## src/rtl/stk_cmd_issuer.sv

```systemverilog
// Command issuer for one stk engine port: queues client requests, drives them
// onto the stk command interface until acked, and returns POP responses in order.
package cfg_pkg;
  localparam int ENGS_N = 4;
endpackage

package stk_pkg;
  typedef enum logic [1:0] {
    OP_NOP  = 2'd0,
    OP_PUSH = 2'd1,
    OP_POP  = 2'd2,
    OP_RSV  = 2'd3
  } opcode_t;
endpackage

module stk_cmd_issuer
  import stk_pkg::*;
#(
  parameter int ENG_ID = 0,
  parameter int REQ_N  = 4,
  parameter int RSP_N  = 4,
  parameter int DAT_W  = 128
) (
  input  logic                       clk,
  input  logic                       rst,
  input  logic                       i_req_vld,
  input  opcode_t                    i_req_opcode,
  input  logic [DAT_W-1:0]           i_req_dat,
  output logic                       o_req_rdy,
  output opcode_t                    o_cmd_opcode,
  output logic [DAT_W-1:0]           o_cmd_dat,
  input  logic                       i_cmd_ack,
  input  logic [cfg_pkg::ENGS_N-1:0] i_rsp_vld,
  input  logic [DAT_W-1:0]           i_rsp_dat,
  output logic                       o_rsp_vld,
  output logic [DAT_W-1:0]           o_rsp_dat,
  input  logic                       i_rsp_rdy,
  output logic                       o_busy,
  output logic                       o_err
);
  localparam int QAW = $clog2(REQ_N);
  localparam int RAW = $clog2(RSP_N);

  typedef struct packed {
    opcode_t          op;
    logic [DAT_W-1:0] dat;
  } req_t;

  typedef enum logic [1:0] {IDLE, DRIVE, STALL} state_t;

  req_t             req_mem_q [REQ_N];
  logic [QAW-1:0]   qwr_q, qrd_q;
  logic [QAW:0]     qcnt_q, qcnt_d;
  logic             rdy_q;

  logic [DAT_W-1:0] rbuf_q [RSP_N];
  logic [RAW-1:0]   rwr_q, rrd_q;
  logic [RAW:0]     rcnt_q, rcnt_d;
  logic [RAW:0]     out_q, out_d;
  logic [RAW+1:0]   credit_sum;

  state_t           state_q, state_d;
  opcode_t          cmd_op_q, cmd_op_d;
  logic [DAT_W-1:0] cmd_dat_q, cmd_dat_d;
  logic             err_q, err_d;

  logic             req_acc, op_ok, enq, ack_fire, pop_ack;
  logic             rsp_hit, rsp_wr, rsp_bad, rsp_rd, credit;
  logic [QAW-1:0]   nh_idx;
  logic             nh_avail;
  req_t             nh;
  logic             unused_rsp_vld;

  assign unused_rsp_vld = ^i_rsp_vld;

  always_comb begin
    req_acc  = i_req_vld & rdy_q;
    op_ok    = (i_req_opcode == OP_PUSH) || (i_req_opcode == OP_POP);
    enq      = req_acc & op_ok;
    ack_fire = (state_q == DRIVE) & i_cmd_ack;
    pop_ack  = ack_fire & (cmd_op_q == OP_POP);
    rsp_hit  = i_rsp_vld[ENG_ID];
    rsp_wr   = rsp_hit & (out_q != '0);
    rsp_bad  = rsp_hit & (out_q == '0);
    rsp_rd   = (rcnt_q != '0) & i_rsp_rdy;

    qcnt_d = qcnt_q + (QAW+1)'(enq) - (QAW+1)'(ack_fire);
    out_d  = out_q + (RAW+1)'(pop_ack) - (RAW+1)'(rsp_wr);
    rcnt_d = rcnt_q + (RAW+1)'(rsp_wr) - (RAW+1)'(rsp_rd);

    // Credit judged on next-cycle occupancy so a freed slot is usable at once
    credit_sum = {1'b0, out_d} + {1'b0, rcnt_d};
    credit     = credit_sum < (RAW+2)'(RSP_N);

    // Entry to present next cycle: the one behind the head when it is acked now
    nh_idx   = ack_fire ? qrd_q + QAW'(1) : qrd_q;
    nh_avail = (qcnt_q - (QAW+1)'(ack_fire)) != '0;
    nh       = req_mem_q[nh_idx];

    err_d = err_q | (req_acc & ~op_ok) | rsp_bad | (i_cmd_ack & (cmd_op_q == OP_NOP));
  end

  // Issue FSM: state register
  always_ff @(posedge clk) begin
    if (rst) begin
      state_q   <= IDLE;
      cmd_op_q  <= OP_NOP;
      cmd_dat_q <= '0;
    end else begin
      state_q   <= state_d;
      cmd_op_q  <= cmd_op_d;
      cmd_dat_q <= cmd_dat_d;
    end
  end

  // Issue FSM: next state (a held, un-acked command stays in DRIVE)
  always_comb begin
    state_d = IDLE;
    if ((state_q == DRIVE) && !ack_fire)         state_d = DRIVE;
    else if (!nh_avail)                          state_d = IDLE;
    else if ((nh.op == OP_POP) && !credit)       state_d = STALL;
    else                                         state_d = DRIVE;
  end

  // Issue FSM: outputs (registered via cmd_*_q)
  always_comb begin
    cmd_op_d  = OP_NOP;
    cmd_dat_d = '0;
    if (state_d == DRIVE) begin
      cmd_op_d  = nh.op;
      cmd_dat_d = nh.dat;
    end
  end

  always_ff @(posedge clk) begin
    if (rst) begin
      qwr_q  <= '0;
      qrd_q  <= '0;
      qcnt_q <= '0;
      rdy_q  <= 1'b0;
      rwr_q  <= '0;
      rrd_q  <= '0;
      rcnt_q <= '0;
      out_q  <= '0;
      err_q  <= 1'b0;
    end else begin
      if (enq)      qwr_q <= qwr_q + QAW'(1);
      if (ack_fire) qrd_q <= qrd_q + QAW'(1);
      qcnt_q <= qcnt_d;
      rdy_q  <= qcnt_d != (QAW+1)'(REQ_N);
      if (rsp_wr)   rwr_q <= rwr_q + RAW'(1);
      if (rsp_rd)   rrd_q <= rrd_q + RAW'(1);
      rcnt_q <= rcnt_d;
      out_q  <= out_d;
      err_q  <= err_d;
    end
  end

  always_ff @(posedge clk) begin
    if (!rst && enq)    req_mem_q[qwr_q] <= '{op: i_req_opcode, dat: i_req_dat};
    if (!rst && rsp_wr) rbuf_q[rwr_q]    <= i_rsp_dat;
  end

  assign o_req_rdy    = rdy_q;
  assign o_cmd_opcode = cmd_op_q;
  assign o_cmd_dat    = cmd_dat_q;
  assign o_rsp_vld    = rcnt_q != '0;
  assign o_rsp_dat    = o_rsp_vld ? rbuf_q[rrd_q] : '0;
  assign o_busy       = (qcnt_q != '0) || (out_q != '0) || (rcnt_q != '0);
  assign o_err        = err_q;
endmodule

```

## config.mk

```make
export PLATFORM = sky130hd
export DESIGN_NAME = stk_cmd_issuer
export DESIGN_NICKNAME = d
export VERILOG_FILES = /design/src/rtl/stk_cmd_issuer.sv
export SDC_FILE = /design/constraint.sdc
export NUM_CORES = 1
export LEC_CHECK = 0
export BUFFER_PORTS_ARGS = -buffer_cell sky130_fd_sc_hd__buf_2
export CORE_MARGIN = 3
export CORE_UTILIZATION = 30
export CTS_CLUSTER_DIAMETER = 30
export DETAILED_ROUTE_END_ITERATION = 10
export PLACE_DENSITY = 0.53
export SETUP_SLACK_MARGIN = 0.4
export SYNTH_ARGS = -nofsm -noshare
export SYNTH_HDL_FRONTEND = slang
export SYNTH_SLANG_ARGS = --single-unit
export TNS_END_PERCENT = 1
```

## constraint.sdc

```tcl
create_clock -name clk -period 5.2 [get_ports clk]
set_input_delay 0.52 -clock clk [delete_from_list [all_inputs] [get_ports clk]]
set_output_delay 0.52 -clock clk [all_outputs]
set_load 0.03 [all_outputs]
```

### After elaboration in Yosys (flattened, before gate mapping)

Memory sizes are Yosys's and may differ from the RTL's. A register that Yosys moved wholly into a read port is not among the register bits.
Index checks and enable logic that the tools add are counted.

* memory bits (writable): 1032
* memories: 2
* input port bits: 267
* register bits: 151

* muxes and demuxes: 11
* equal/unequal tests: 7
* bitwise gates (word level): 14
* add/subtract/negate cells: 12
* $lt $le $gt $ge: 1
* reduce and logical (&&, ||, !) cells: 17

Memory list
* req_mem_q: words 4, width 130, rd ports 1, clocked after memory_dff 0, wr ports 1, RTL line 51 `req_t req_mem_q [REQ_N];`
* rbuf_q: words 4, width 128, rd ports 1, clocked after memory_dff 1, wr ports 1, RTL line 56 `logic [DAT_W-1:0] rbuf_q [RSP_N];`

Operator list (count)
* 128-bit 2-to-1 mux: 1
* 2-bit 2-to-1 mux: 6
* 3-bit nonzero test: 4
* 3-bit by 1-bit subtractor with 3-bit output: 4
* 3-bit by 1-bit adder with 3-bit output: 3
* 1-bit bitwise AND: 9
* 2-bit by 1-bit adder with 2-bit output, second input constant: 4
* 2-bit by 1-bit == test with 1-bit output, second input constant: 3
* 2-bit == test, second input constant: 3
* 3-bit by 3-bit adder with 4-bit output: 1
* 1-bit logical AND: 4
* 4-bit by 3-bit less-than comparator with 1-bit output, second input constant: 1
* 1-bit 2-to-1 mux: 4
* 1-bit zero test: 3
* 3-bit zero test: 1
* 1-bit logical OR: 3
* 3-bit != test, second input constant: 1
* 1-bit OR: 3
* 2-bit zero test: 1
* 1-bit inverter: 2
* 2-bit OR reduction: 1

### Depth between registers and ports, before layout

* depth in word-level cells: 15
* gate-level depth with buffers: 18

### Worst setup path after synthesis

Ideal clock, no wire load.

* kind: input to register
* from: in i_req_opcode[0]
* to: mem req_mem_q[0][0] (netlist bit) (enable)
* library setup time: 0.505 ns
* stages on the path: 5
* arrival: 4.084 ns
* path slack: 0.610 ns
* cell sequence: xnor2_1 > nor2_1 > inv_1 > nor2_1 > and2_1

* cells in the longest elaborated chain, start to end: 6
* elaborated cells between the ends (all ways): 7

RTL lines
* start, declared: RTL line 27 `input opcode_t i_req_opcode,`
* 2-bit by 1-bit == test with 1-bit output or 2-bit == test (tied branches): RTL line 78 `op_ok = (i_req_opcode == OP_PUSH) || (i_req_opcode == OP_POP);`
* 1-bit logical OR (*): RTL line 78
* 1-bit bitwise AND (*): RTL line 79 `enq = req_acc & op_ok;`
* 1-bit logical AND (*): RTL line 160 `if (!rst && enq) req_mem_q[qwr_q] <= '{op: i_req_opcode, dat: i_req_dat};`
* 1-bit 2-to-1 mux (*): RTL line 160
* 1-bit 2-to-1 mux (implied by the code) (*): RTL line 160
* end, declared: RTL line 51

Mark *: on every way between the ends. The rest lies on a longest branch, timed or not.

### Final worst setup path

* from: reg state_q[0]
* to: reg cmd_dat_q[68], in the netlist o_cmd_dat[68]

* cells in the longest elaborated chain, start to end: 15
* elaborated cells between the ends (all ways): 22

RTL lines
* start, declared: RTL line 62 `state_t state_q, state_d;`
* start signal, assigned: RTL line 110 `state_q <= state_d;`
* 2-bit by 1-bit == test with 1-bit output: RTL line 80 `ack_fire = (state_q == DRIVE) & i_cmd_ack;`
* 1-bit bitwise AND: RTL line 80
* 1-bit bitwise AND: RTL line 81 `pop_ack = ack_fire & (cmd_op_q == OP_POP);`
* 3-bit by 1-bit adder with 3-bit output: RTL line 88 `out_d = out_q + (RAW+1)'(pop_ack) - (RAW+1)'(rsp_wr);`
* 3-bit by 1-bit subtractor with 3-bit output: RTL line 88
* named net out_d[2]: RTL line 59 `logic [RAW:0] out_q, out_d;`
* 3-bit by 3-bit adder with 4-bit output: RTL line 92 `credit_sum = {1'b0, out_d} + {1'b0, rcnt_d};`
* 4-bit by 3-bit less-than comparator with 1-bit output: RTL line 93 `credit = credit_sum < (RAW+2)'(RSP_N);`
* 1-bit zero test: RTL line 121 `else if ((nh.op == OP_POP) && !credit) state_d = STALL;`
* 1-bit logical AND: RTL line 121
* 2-bit 2-to-1 mux: RTL line 121
* 2-bit 2-to-1 mux: RTL line 120 `else if (!nh_avail) state_d = IDLE;`
* 2-bit 2-to-1 mux: RTL line 119 `if ((state_q == DRIVE) && !ack_fire) state_d = DRIVE;`
* 2-bit by 1-bit == test with 1-bit output: RTL line 129 `if (state_d == DRIVE) begin`
* 1-bit inverter (no source line)
* 2-bit OR reduction (no source line)
* end signal, assigned: RTL line 112 `cmd_dat_q <= cmd_dat_d;`
* end, declared: RTL line 64 `logic [DAT_W-1:0] cmd_dat_q, cmd_dat_d;`

The timed path passes the listed nets, and every way through them passes these cells.
A chain may end at the register's enable or synchronous reset.

==> metrics <==
std cell rows 147; CTS sink count ~1,200; total power 39.26 mW; run status finished, final reports clean; Post-synth EDFFs 1,032; FF+latch count, synth 1,185; largest buffer count on any clock path 4; nets@finish between 4,000 and 5,000; syn nets 3,413; final wirelength 134,200 um; YS warnings 0; PortBufs around 530; final worst slack between 1 and 1.5 ns; GRT Overall Usage about 16%; number of vias per cell 4.852; Synth cell types 41; GR Overflow Total 0; Tightest Pin Transition 1.227 ns; largest net degree at the start of global routing 246; first-pass GRT wire length 200,300 um; Horiz. Die Dim 410.7 um; Reg clk slew, reported paths 0.04 ns; CTS tree done; P_leak 23.88 nW; P per Cell Area 589.4 mW/mm^2; Detail Route Antenna Nets 0; Max Fclk between 0.2 and 0.25 GHz; WL per Instance between 20 and 25 um; # setup viols final 0; Synth Instances 3,128; hold crit path type input port to flip-flop; Max Cap Viol 0; Iter 0 DRT Violations 1,952; Crit path arrival time 4.81 ns; antenna violations before repair 21; Die ar. ~0.17 sq mm; Final Critical Period 4.113 ns; Placed Cells approximately 5,600; Vert. Die Dim 410.7 um; post-detail-place hpwl roughly 77,000 um; via count 30,990; Place WS 0.6644 ns; RSZ-0062 raised after global routing no; synthesized area per cell 15.71 sq um; CTS H-tree lvls 5; Synth Flop Type edfxtp_1; Worst VDD drop 457.1 uV; R2R cell count 14; TritonRoute pass-1 iters 4; WHS 0.09058 ns; vias in the first global route 32,110; Inserted Clock Buffers between 200 and 300; DRC 0; setup TNS 0 ns; fin area 0.06662 sq mm; Final Cycle Share 79.10%; CORE AREA 0.1617 sq mm; Worst Path Required 5.90 ns; I/O pins 529; synthesized cell area 0.04913 sq mm; GPL Wtd Cong 0.7246; Rel. slew slack 18.19%; Layout Utilization between 40% and 50%; Setup Skew 0.06021 ns; max-slew violation count 0; Startpoint Class flip-flop; Final Hold Viols 0; WS Path Type flip-flop to flip-flop; Hold Path Stages 5; crit end category flip-flop; worst skew pair latency 0.88 ns; Cell Area, Placed 0.05406 sq mm; Area Growth Syn to Fin 35.58%; initial core utilization ~30%; share of cells above drive strength 1 28.16%; Seq/Total Area, Yosys 69.31%; Async SR Flop Fraction 0%; final non-filler cell total 6,386; CP Max Fanout 46; CTS root buffer clkbuf_16
[area by class of cell]
class	count	area [sq um]
fillers	14730	95060
flip-flops and latches	1185	34070
multi-input cells	1657	13930
clock buffers	363	8053
repair buffers	842	5906
well taps	2160	2703
clock inverters	156	1879
inverters	12	52.55
diodes	11	27.53
[power by group]
group	switching, mW	internal (mW)	leakage [nW]	total [mW]
sequential	0.445	11.2	10.6	11.7
clock	5.31	12.8	4.84	18.1
combinational	6.33	3.16	8.48	9.49
[routing by layer]
metal	GRT usage, %	part of all wire (%)	vias up
li1	-	-	14210
met5	0	0.057	-
met1	18.89	41	15680
met3	4.390	6.4	294
met4	6.755	3.5	12
met2	25.88	49	790
[Yosys cell counts (2+ instances only)]
cell type / number / area (sq um)
nor3b_1: 4 / 30.03
and2_1: 136 / 850.8
buf_2: 83 / 415.4
clkbuf_1: 171 / 641.9
nand3b_1: 129 / 968.4
a21boi_0: 127 / 953.4
nor4_1: 2 / 12.51
o21a_1: 2 / 15.01
dfxtp_1: 153 / 3063
xnor2_1: 10 / 87.58
o31ai_1: 127 / 953.4
nor2_1: 20 / 75.07
nor2b_1: 136 / 850.8
and3b_1: 127 / 1112
a211oi_1: 258 / 1937
nand3_1: 132 / 660.6
and4b_1: 2 / 20.02
buf_4: 6 / 45.04
xor2_1: 5 / 43.79
nor3_1: 4 / 20.02
edfxtp_1: 1032 / 30990
nand2b_1: 2 / 12.51
mux2i_1: 133 / 1331
ha_1: 15 / 187.7
nand2_1: 13 / 48.80
buf_1: 14 / 52.55
fa_1: 3 / 60.06
a21oi_1: 132 / 660.6
mux4_2: 128 / 2883
inv_1: 11 / 41.29
[cells by family (layout without fill, tap and decap cells)]
family                     Yosys count  after routing  synth area share, %
DFF                               1185           1185                69.31
xor gates and xnor gates            15             15               0.2674
and+or+nand+nor                    711            711                9.603
other                                0             11                    0
adders and majority gates           18             18               0.5042
muxes                              261            261                8.577
buffers and inverters              286           1373                2.442
AOI/OAI and AO/OA                  652            652                9.300
[state kept, by name (all words and copies together), names as in the netlist, named ones only]
signal / flops
qcnt_q: 3
rbuf_q: 512
o_cmd_opcode: 2
state_q: 2
req_mem_q: 520
rwr_q: 2
qrd_q: 2
qwr_q: 2
o_req_rdy: 1
o_err: 1
rrd_q: 2
out_q: 3
o_cmd_dat: 128
rcnt_q: 3
[critical path: stages, from the launching register on]
cell	delay, ns
dfxtp_1	0.40
nand3b_4	0.30
inv_8	0.30
a31o_2	0.22
nand2_1	0.06
ha_1	0.19
fa_1	0.41
xnor2_1	0.15
xnor2_1	0.15
ha_1	0.28
nor3_1	0.04
a21oi_1	0.17
nor4b_4	0.76
buf_12	0.34
a21oi_1	0.13
[final timing paths]
check / end / slack, ns / startpoint
max: o_cmd_dat[68]$_SDFF_PP0_ / 1.09 / state_q[0]$_SDFF_PP0_
min: qwr_q[1]$_SDFFE_PP0P_ / 0.09 / i_req_vld
max reg2reg: o_cmd_dat[68]$_SDFF_PP0_ / 1.09 / state_q[0]$_SDFF_PP0_
min reg2reg: qwr_q[1]$_SDFFE_PP0P_ / 0.50 / qwr_q[1]$_SDFFE_PP0P_
[repair_timing]
action | 4_1_cts | 5_1_grt
gates resized for setup | 0 | 0
hold endpoints to repair | 1033 | 0
setup buffers | 0 | 0
hold buffers | 259 | 0
endpoints found under the setup margin | 0 | 0
[placed cells by master (no fill, tap or decap), types with 13 or more instances in the layout]
cell type	Yosys	final
and2_1	136	128
a21oi_1	132	132
nor2_1	20	19
a21boi_0	127	127
nand3b_1	129	129
ha_1	15	15
nor2b_1	136	136
edfxtp_1	1032	1032
buf_12	0	20
nand3_1	132	132
clkbuf_8	0	16
buf_4	6	38
mux4_2	128	128
a211oi_1	258	258
dfxtp_1	153	149
clkbuf_1	171	40
mux2i_1	133	133
clkinv_2	0	51
o31ai_1	127	127
clkinv_1	0	23
buf_2	83	525
clkinvlp_4	0	20
nand2_1	13	13
and3b_1	127	127
dlygate4sd3_1	0	259
bufinv_16	0	39
clkbuf_16	0	307
Power figures use the tool's default switching activity.
